**config.mk**
```make
export PLATFORM = sky130hd
export DESIGN_NAME = axi4lite_write_fifo
export DESIGN_NICKNAME = d
export VERILOG_FILES = /design/src/rtl/axi4lite_pkg.sv /design/src/rtl/axi4lite_sync_fifo.sv /design/src/rtl/axi4lite_write_fifo.sv
export SDC_FILE = /design/constraint.sdc
export NUM_CORES = 1
export LEC_CHECK = 0
export BUFFER_PORTS_ARGS = -buffer_cell sky130_fd_sc_hd__buf_2
export CAP_MARGIN = 0
export CORE_MARGIN = 2
export CORE_UTILIZATION = 40
export CTS_BUF_LIST = sky130_fd_sc_hd__clkbuf_8
export CTS_CLUSTER_DIAMETER = 80
export DETAILED_ROUTE_END_ITERATION = 8
export GPL_ROUTABILITY_DRIVEN = 0
export PLACE_DENSITY = 0.7
export SYNTH_ARGS = -nofsm -noshare
export SYNTH_HDL_FRONTEND = slang
export SYNTH_SLANG_ARGS = --single-unit
```
**constraint.sdc**
```tcl
create_clock -name clk -period 3.4 [get_ports clk]
set_clock_uncertainty 0.1 [all_clocks]
set_input_delay 0.68 -clock clk [delete_from_list [all_inputs] [get_ports clk]]
set_output_delay 0.68 -clock clk [all_outputs]
set_load 0.01 [all_outputs]
```
**src/rtl/axi4lite_pkg.sv**
```systemverilog
// Shared definitions for the AXI4-Lite write slave: response codes and the
// nominal write-command record used by the rest of the codebase.
package axi4lite_pkg;

  // AXI write response encodings.
  localparam logic [1:0] RESP_OKAY   = 2'b00;
  localparam logic [1:0] RESP_SLVERR = 2'b10;
  localparam logic [1:0] RESP_DECERR = 2'b11;

  // Field widths of the nominal command record.
  localparam int unsigned CMD_ADDR_W = 40;
  localparam int unsigned CMD_DATA_W = 32;
  localparam int unsigned CMD_STRB_W = CMD_DATA_W / 8;

  // Nominal write command. A struct cannot follow module parameters, so the
  // widths here are fixed; parametrised users pack a plain vector instead.
  typedef struct packed {
    logic [CMD_ADDR_W-1:0] addr;
    logic [CMD_DATA_W-1:0] data;
    logic [CMD_STRB_W-1:0] strb;
  } wr_cmd_t;

endpackage

```
**src/rtl/axi4lite_sync_fifo.sv**
```systemverilog
// Single-clock FIFO built on a register array. Push into a full FIFO is
// accepted only when a pop happens on the same edge; pop when empty is ignored.
// DEPTH must be a power of two so the pointers wrap for free.
module axi4lite_sync_fifo #(
  parameter int unsigned WIDTH = 8,
  parameter int unsigned DEPTH = 4
) (
  input  logic                     clk,
  input  logic                     reset,
  input  logic                     push_i,
  input  logic [WIDTH-1:0]         push_data_i,
  input  logic                     pop_i,
  output logic [WIDTH-1:0]         pop_data_o,
  output logic                     full_o,
  output logic                     empty_o,
  output logic [$clog2(DEPTH):0]   level_o
);

  localparam int unsigned    PTR_W   = $clog2(DEPTH);
  localparam logic [PTR_W:0] LVL_MAX = (PTR_W + 1)'(DEPTH);

  logic [WIDTH-1:0] mem_q [DEPTH];
  logic [PTR_W-1:0] wr_ptr_q, wr_ptr_d;
  logic [PTR_W-1:0] rd_ptr_q, rd_ptr_d;
  logic [PTR_W:0]   level_q, level_d;
  logic             do_push, do_pop;

  assign empty_o    = (level_q == '0);
  assign full_o     = (level_q == LVL_MAX);
  assign do_pop     = pop_i && !empty_o;
  assign do_push    = push_i && (!full_o || do_pop);
  assign pop_data_o = mem_q[rd_ptr_q];
  assign level_o    = level_q;

  // Next-state for pointers and occupancy.
  always_comb begin
    // NOTE: every output of a combinational block gets a default first, so no
    // path leaves it unassigned and no latch is inferred.
    wr_ptr_d = wr_ptr_q;
    rd_ptr_d = rd_ptr_q;
    level_d  = level_q;
    if (do_push) wr_ptr_d = wr_ptr_q + PTR_W'(1);
    if (do_pop)  rd_ptr_d = rd_ptr_q + PTR_W'(1);
    case ({do_push, do_pop})
      2'b10:   level_d = level_q + (PTR_W + 1)'(1);
      2'b01:   level_d = level_q - (PTR_W + 1)'(1);
      default: level_d = level_q;
    endcase
  end

  // Pointer and occupancy registers.
  always_ff @(posedge clk) begin
    // NOTE: sequential state uses non-blocking assignments so every register
    // samples the pre-edge values regardless of statement order.
    if (reset) begin
      wr_ptr_q <= '0;
      rd_ptr_q <= '0;
      level_q  <= '0;
    end else begin
      wr_ptr_q <= wr_ptr_d;
      rd_ptr_q <= rd_ptr_d;
      level_q  <= level_d;
    end
  end

  // Storage array write port.
  always_ff @(posedge clk) begin
    // NOTE: the array is not reset; an entry is only read after it has been
    // written, and clearing the pointers is enough to empty the FIFO.
    if (do_push) mem_q[wr_ptr_q] <= push_data_i;
  end

endmodule

```
**src/rtl/axi4lite_write_fifo.sv**
```systemverilog
// AXI4-Lite write slave. AW and W are captured in independent hold registers,
// joined into one command and pushed into a command FIFO drained by the local
// register banks. The B response is posted when the command is pushed.
// Optional feature: define AXI4LITE_WRITE_DECERR_EN to answer writes outside
// [BASE, BASE+SIZE) with DECERR and drop them instead of pushing.
module axi4lite_write_fifo
  import axi4lite_pkg::*;
#(
  parameter int unsigned       ADDR_W = 40,
  parameter int unsigned       DATA_W = 32,
  parameter int unsigned       DEPTH  = 4,
  parameter logic [ADDR_W-1:0] BASE   = '0,
  parameter logic [ADDR_W:0]   SIZE   = 'h1000
) (
  input  logic                      clk,
  input  logic                      reset,
  // AW channel
  input  logic [ADDR_W-1:0]         axi_awaddr,
  input  logic [2:0]                axi_awprot,
  input  logic                      axi_awvalid,
  output logic                      axi_awready,
  // W channel
  input  logic [DATA_W-1:0]         axi_wdata,
  input  logic [DATA_W/8-1:0]       axi_wstrb,
  input  logic                      axi_wvalid,
  output logic                      axi_wready,
  // B channel
  output logic [1:0]                axi_bresp,
  output logic                      axi_bvalid,
  input  logic                      axi_bready,
  // Command FIFO head
  output logic [ADDR_W-1:0]         out_addr,
  output logic [DATA_W-1:0]         out_data,
  output logic [DATA_W/8-1:0]       out_strb,
  output logic                      out_valid,
  input  logic                      out_ready,
  output logic [$clog2(DEPTH):0]    fifo_level
);

  localparam int unsigned STRB_W = DATA_W / 8;
  localparam int unsigned CMD_W  = ADDR_W + DATA_W + STRB_W;

  // Hold registers
  logic              aw_full_q, aw_full_d;
  logic [ADDR_W-1:0] aw_addr_q, aw_addr_d;
  logic              w_full_q,  w_full_d;
  logic [DATA_W-1:0] w_data_q,  w_data_d;
  logic [STRB_W-1:0] w_strb_q,  w_strb_d;

  // B channel registers
  logic              bvalid_q, bvalid_d;
  logic [1:0]        bresp_q,  bresp_d;

  // Join and FIFO interface
  logic              aw_hs, w_hs;
  logic              in_window;
  logic              b_free;
  logic              join_fire;
  logic              push;
  logic              fifo_full, fifo_empty;
  logic [CMD_W-1:0]  push_cmd, head_cmd;
  logic              unused_cfg;

  assign axi_awready = ~aw_full_q;
  assign axi_wready  = ~w_full_q;
  assign aw_hs       = axi_awvalid && ~aw_full_q;
  assign w_hs        = axi_wvalid  && ~w_full_q;

`ifdef AXI4LITE_WRITE_DECERR_EN
  // Window check done one bit wider so BASE+SIZE cannot overflow.
  assign in_window  = (aw_addr_q >= BASE) &&
                      ({1'b0, aw_addr_q} < ({1'b0, BASE} + SIZE));
  assign unused_cfg = ^axi_awprot;
`else
  assign in_window  = 1'b1;
  assign unused_cfg = ^{axi_awprot, BASE, SIZE};
`endif

  // The B slot is free if empty or being emptied on this edge. An
  // out-of-window write never touches the FIFO, so FIFO full cannot stall it.
  assign b_free    = ~bvalid_q || axi_bready;
  assign join_fire = aw_full_q && w_full_q && b_free && (~fifo_full || ~in_window);
  assign push      = join_fire && in_window;
  assign push_cmd  = {aw_addr_q, w_data_q, w_strb_q};

  // Hold-register next state: capture on handshake, release on join.
  always_comb begin
    aw_full_d = aw_full_q;
    aw_addr_d = aw_addr_q;
    w_full_d  = w_full_q;
    w_data_d  = w_data_q;
    w_strb_d  = w_strb_q;
    if (join_fire) begin
      aw_full_d = 1'b0;
      w_full_d  = 1'b0;
    end else begin
      if (aw_hs) begin
        aw_full_d = 1'b1;
        aw_addr_d = axi_awaddr;
      end
      if (w_hs) begin
        w_full_d = 1'b1;
        w_data_d = axi_wdata;
        w_strb_d = axi_wstrb;
      end
    end
  end

  // B channel next state: a join reloads the slot, so a coincident bready
  // does not open a bubble.
  always_comb begin
    bvalid_d = bvalid_q;
    bresp_d  = bresp_q;
    if (join_fire) begin
      bvalid_d = 1'b1;
      bresp_d  = in_window ? RESP_OKAY : RESP_DECERR;
    end else if (axi_bready) begin
      bvalid_d = 1'b0;
    end
  end

  // Control flags; reset discards held commands and any pending response.
  always_ff @(posedge clk) begin
    if (reset) begin
      aw_full_q <= 1'b0;
      w_full_q  <= 1'b0;
      bvalid_q  <= 1'b0;
      bresp_q   <= RESP_OKAY;
    end else begin
      aw_full_q <= aw_full_d;
      w_full_q  <= w_full_d;
      bvalid_q  <= bvalid_d;
      bresp_q   <= bresp_d;
    end
  end

  // Payload registers; only meaningful while the matching full flag is set.
  always_ff @(posedge clk) begin
    aw_addr_q <= aw_addr_d;
    w_data_q  <= w_data_d;
    w_strb_q  <= w_strb_d;
  end

  axi4lite_sync_fifo #(
    .WIDTH (CMD_W),
    .DEPTH (DEPTH)
  ) u_cmd_fifo (
    .clk         (clk),
    .reset       (reset),
    .push_i      (push),
    .push_data_i (push_cmd),
    .pop_i       (out_ready),
    .pop_data_o  (head_cmd),
    .full_o      (fifo_full),
    .empty_o     (fifo_empty),
    .level_o     (fifo_level)
  );

  assign {out_addr, out_data, out_strb} = head_cmd;
  assign out_valid  = ~fifo_empty;
  assign axi_bvalid = bvalid_q;
  assign axi_bresp  = bresp_q;

endmodule
```
==> run_results.csv, run 1 <==
group,metric,value,unit
global_route,grt_pass1_wl,37500,um
global_route,grt_pass1_vias,6621,
place,dpl_cell_area,15400,um2
sta,hold_viol,0,
global_route,grt-ovfl-total,0,
logic_synthesis,synth.cell_area,13800,um2
logic_synthesis,synth_cells,540,
global_route,antenna_found_initial,3,
place,place_ws,0.756,ns
power_and_ir_drop,irDropWorstVdd,0.000371,V
detailed_routing,num_vias,6172,
setup_path,cp_max_fo,23,
logic_synthesis,async_reset_ff_share,0,%
sta,max_freq,344,MHz
sta,setup_tns,0,ns
finish,syn_to_final_growth,19.7,%
sta,hold_ws,0.144,ns
finish,nets,853,
detailed_routing,wire_per_inst,19.8,um
setup_path,cp-end-kind,"output pin",
detailed_routing,initialDrtViolationCount,344,
setup_path,arrival,2.13,ns
clock_network,clock_path_buffers,3,
place,dp_hpwl,14000,um
clock_network,path_clk_slew,0.06,ns
clock_network,cts_sinks,392,
worst_hold_path,min_path_type,"input port to register",
place,io_buffers,164,
global_route,grt_max_degree,77,
clock_network,cts-root-buf,"clkbuf_8",
power_and_ir_drop,power.density,631,nW/um2
sta,worst_pin_slew,0.693,ns
logic_synthesis,ys_ff_latch,392,
logic_synthesis,synth-seq-area-share,84.2,%
detailed_routing,postRouteAntennaNets,0,
sta,min_period,2.91,ns
finish,layout-drive-gt1-share,43.1,%
job,maxCapViolations,0,
sta,maxSlewHeadroom,53.8,%
die,dieArea,36100,um2
logic_synthesis,synth_area_leaders,"edfxtp_1, mux4_2, dfxtp_1",
setup_path,cp_top_family,"multiplexers",
finish,fillCellCount,2813,
logic_synthesis,ys_types,29,
clock_network,insertion_delay,0.60,ns
detailed_routing,firstDrtPassIters,4,
die,die_y,190,um
clock_network,cts_buffers,61,
clock_network,cts_tree,"built",
logic_synthesis,synth_common_cells,"edfxtp_1, mux4_2, dfxtp_1",
logic_synthesis,synth.most_common_cell,"edfxtp_1",
clock_network,post_cts_buffers,0,
finish,fin_area,16600,um2
sta,setup_viol,0,
sta,rsz0062_at_grt,"false",
global_route,grt_use_total,14.0,%
finish,utilization,48.3,%
die,dieWidth,190,um
detailed_routing,routed_wl,25100,um
sta,setup_ws,0.495,ns
detailed_routing,drc,0,
logic_synthesis,synth_ff_type,"edfxtp_1",
logic_synthesis,yosys.area.top_type,"edfxtp_1",
sta,final.period_utilization,85.5,%
logic_synthesis,synth_top_area_share,82.5,%
setup_path,start_kind,"register",
setup_path,crit_slowest_cell,"mux4_2",
die,initial_core_util,40.4,%
clock_network,cts_resized,0,
setup_path,cp.required,2.62,ns
logic_synthesis,synth_edf_count,380,
logic_synthesis,yosys_warnings,0,
sta,drv_slew,0,
die,core,34300,um2
setup_path,path_buf_inv,2,
logic_synthesis,syn_area_per_cell,25.6,um2
clock_network,htreeDepth,2,
power_and_ir_drop,power_leakage,5.53,nW
detailed_routing,via_per_inst,4.88,
outcome,status,"finished, final reports clean",
setup_path,crit_chain,"buf_4 > mux4_2 > buf_2",
die,rows,68,
setup_path,critPathMaxStageDelay,0.59,ns
finish,num_antenna_cells,0,
setup_path,critPathKind,"register to output pin",
die,io_pins,170,
clock_network,cts_hold_buf,0,
## state kept, by name, indices dropped and copies added (netlist names), named ones only
| signal | cells |
|---|---|
| u_cmd_fifo.mem_q | 304 |
| aw_addr_q | 40 |
| w_data_q | 32 |
| w_strb_q | 4 |
| u_cmd_fifo.level_o | 3 |
| u_cmd_fifo.rd_ptr_q | 2 |
| u_cmd_fifo.wr_ptr_q | 2 |
| aw_full_q | 1 |
| axi_bvalid | 1 |
| w_full_q | 1 |
## power by group
| part | total, mW | switching [mW] | internal [mW] |
|---|---|---|---|
| Clock | 3.84 | 1.73 | 2.11 |
| Combinational | 1.08 | 0.539 | 0.537 |
| Sequential | 5.53 | 0.0873 | 5.45 |
## area by class of cell
type	count	area, um2	share of cell area (%)
flip-flops and latches	392	11700	70.4
well taps	455	569	3.44
clock inverters	44	290	1.75
inverters	8	30.0	0.181
repair buffers	178	1010	6.12
multi-input cells	121	2080	12.6
clock buffers	67	922	5.57
## cells in the final DEF, fill, tap and decap left out, types with 4 or more instances in the layout
cell type,synthesis,final
and2_4,0,4
buf_12,0,7
buf_2,9,164
buf_4,3,7
bufinv_16,0,4
clkbuf_8,0,67
clkinv_1,0,14
clkinv_2,0,7
dfxtp_1,12,10
edfxtp_1,380,380
ha_1,5,5
inv_1,8,24
mux4_2,76,76
nor2_1,10,10
## path summary, 6_finish.rpt
check / end / slack [ns] / startpoint / depth (start not counted)
worst max-delay path: out_addr[14] / 0.49 / register / 3
worst min-delay path: aw_addr_q[38] / 0.14 / axi_awaddr[38] / 1
worst max register to register: u_cmd_fifo.level_o[2] / 1.05 / u_cmd_fifo.level_o[0] / 9
worst min register to register: u_cmd_fifo.mem_q[3][61] / 0.38 / aw_addr_q[25] / 0
## cell families after synthesis
family                   count (synthesis)  share of synthesized area (%)
flip-flops                             392                           84.2
AND/OR/NAND/NOR                         24                          0.931
buffers and inverters                   28                          0.922
adder cells (fa/ha/maj)                  6                          0.597
multiplexers                            78                           12.6
XOR/XNOR                                 4                          0.253
other                                    1                         0.0271
AO/OA/AOI/OAI                            7                          0.515
## per-stage QoR
step / instances / power [mW]
floorplan: 541 / 6.32
global placement: 1154 / 6.72
detailed placement: 1154 / 6.74
CTS: 1265 / 10.6
global route: 1265 / 10.9
finish: 1265 / 10.4
## layer usage
metal,vias to the layer above,GRT usage (%),wire length (um)
met5,-,0,41
met4,6,4.98,535
met3,49,3.86,1540
met2,171,24.2,12900
met1,3216,16.8,10100
li1,2730,-,-
(Power assumes the default switching activity.)
==> inputs of run 2 (changes only) <==
Settings changed: PLACE_DENSITY 0.7 to 0.66.
Clock period 3.4 ns to 2.5 ns, I/O delays scaled along.
==> run_results.csv, run 2 (same netlist as run 1, synthesis figures left out) <==
group,metric,value,unit
outcome,status,"complete, but fails checks",
outcome,violations,"negative setup slack",
setup_path,critPathKind,"register to output pin",
setup_path,arrival,2.01,ns
sta,drv_slew,0,
die,core,34300,um2
detailed_routing,firstDrtPassIters,4,
finish,final_common_cell,"edfxtp_1",
finish,nets,952,
place,io_buffers,164,
clock_network,path_clk_slew,0.06,ns
detailed_routing,top_layer,"met4",
power_and_ir_drop,power.density,801,nW/um2
clock_network,cts_buffers,60,
setup_path,cp-endpoint,"out_data[3]",
place,dp_hpwl,14500,um
global_route,grt-ovfl-total,0,
setup_path,r2r_slack,0.30,ns
detailed_routing,wl_met2,13900,um
finish,layout-drive-gt1-share,40.1,%
power_and_ir_drop,irDropWorstVdd,0.000443,V
clock_network,cts-root-buf,"clkbuf_8",
die,initial_core_util,40.4,%
global_route,grt_pass1_vias,7100,
job,maxCapViolations,0,
finish,utilization,52.6,%
detailed_routing,drt-met1-wl,11200,um
clock_network,htreeDepth,2,
clock_network,clock_path_buffers,3,
detailed_routing,via_per_inst,4.80,
setup_path,cp_max_fo,5,
detailed_routing,wire_per_inst,20.1,um
global_route,grt_max_degree,41,
sta,final.period_utilization,104,%
die,die_y,190,um
setup_path,r2r_end,"u_cmd_fifo.mem_q[2][23]",
die,io_pins,170,
detailed_routing,initialDrtViolationCount,446,
power_and_ir_drop,power.total,14.4,mW
place,place_ws,0.119,ns
clock_network,insertion_delay,0.60,ns
sta,rsz0062_at_grt,"true",
sta,hold_viol,0,
worst_hold_path,min_path_type,"input port to register",
finish,syn_to_final_growth,30.4,%
sta,maxSlewHeadroom,61.8,%
finish,final_cell_mix,"edfxtp_1, buf_2, mux4_2, dlygate4sd3_1, clkbuf_8",
detailed_routing,routed_wl,27300,um
sta,setup_ws,-0.108,ns
sta,max_freq,383,MHz
die,dieArea,36100,um2
finish,fillCellCount,2662,
global_route,grt_use_total,15.2,%
setup_path,cp.required,1.90,ns
finish,reg_top3,"u_cmd_fifo.mem_q: 304 flops, aw_addr_q: 40 flops, w_data_q: 32 flops",
sta,worst_pin_slew,0.574,ns
finish,largest-register,"u_cmd_fifo.mem_q",
power_and_ir_drop,power_leakage,6.12,nW
sta,setup_viol,76,
detailed_routing,postRouteAntennaNets,0,
finish,largest_reg_flops,304,
detailed_routing,num_vias,6522,
setup_path,start_kind,"register",
die,dieWidth,190,um
setup_path,worstRegToRegCells,5,
global_route,antenna_found_initial,2,
setup_path,r2r_start,"u_cmd_fifo.level_o[0]",
detailed_routing,wl_met3,1520,um
clock_network,cts_sinks,392,
sta,min_period,2.61,ns
clock_network,cts_tree,"built",
detailed_routing,drc,0,
global_route,grt_pass1_wl,40800,um
setup_path,cp-end-kind,"output pin",
worst_hold_path,whs_path_depth,3,
die,rows,68,
==> run 2: cell count changes in the layout (fill, tap and decap cells not counted), moves of 3 or more <==
cell           previous run  this run
dlygate4sd3_1             0        76
buf_2                   164       109
buf_6                     0        55
buf_12                    7        17
buf_16                    0        10
clkbuf_8                 67        60
inv_1                    24        28
bufinv_16                 4         1
==> run 2: power by group <==
group / internal, mW / switching (mW) / total, mW / leakage [nW]
Sequential: 7.41 / 0.123 / 7.53 / 3.57
Clock: 2.32 / 2.32 / 4.64 / 0.601
Combinational: 1.33 / 0.932 / 2.27 / 1.95
Total: 11.1 / 3.38 / 14.4 / 6.12
==> run 2: worst min path at each step <==
stage	startpoint	end	slack, ns
after global routing	axi_wvalid	w_full_q	0.07
final	axi_awvalid	aw_full_q	0.08
after CTS	axi_wvalid	w_full_q	0.03
after global placement	aw_addr_q[6]	u_cmd_fifo.mem_q[3][42]	0.37
after floorplan	w_strb_q[0]	u_cmd_fifo.mem_q[0][0]	0.36
after detailed placement	aw_addr_q[14]	u_cmd_fifo.mem_q[0][50]	0.38
==> run 2: metal layers <==
metal  vias up  global-route usage (%)
met5         -                       0
met3        51                    3.74
met2       191                    26.0
met1      3353                    19.1
met4         0                    5.25
li1       2927                       -
==> run 2: what timing repair did <==
action                                  CTS  global route
pin swaps                                 0             0
hold buffers                             76             0
hold endpoints to repair                 76             0
gates cloned                              8             2
resized for setup                        54            19
endpoints found under the setup margin   76            76
setup buffers                             8             0
==> run 2: critical path: stages (launching register included) <==
cell and delay [ns]:
dfxtp_4 0.39, buf_12 0.16, clkbuf_16 0.17, mux4_2 0.53, buf_6 0.14
==> run 2: metrics by stage <==
step	instances	setup TNS, ns	hold WS (ns)	instance area [um2]
finish	1359	-5.41	0.0767	18000
global route	1358	-11.73	0.0672	18000
CTS	1355	-10.10	0.0284	17900
detailed placement	1160	0	0.379	15500
global placement	1160	0	0.372	15500
floorplan	541	-61.16	0.359	13800
==> run 2: final cells by class <==
| cell class | count | area [um2] | area share [%] |
|---|---|---|---|
| multi-input cells | 121 | 2080 | 11.5 |
| clock buffers | 60 | 826 | 4.58 |
| inverters | 8 | 30.0 | 0.166 |
| well taps | 455 | 569 | 3.16 |
| diodes | 2 | 5.00 | 0.0277 |
| flip-flops and latches | 392 | 11700 | 64.6 |
| repair buffers | 278 | 2660 | 14.7 |
| clock inverters | 43 | 208 | 1.15 |
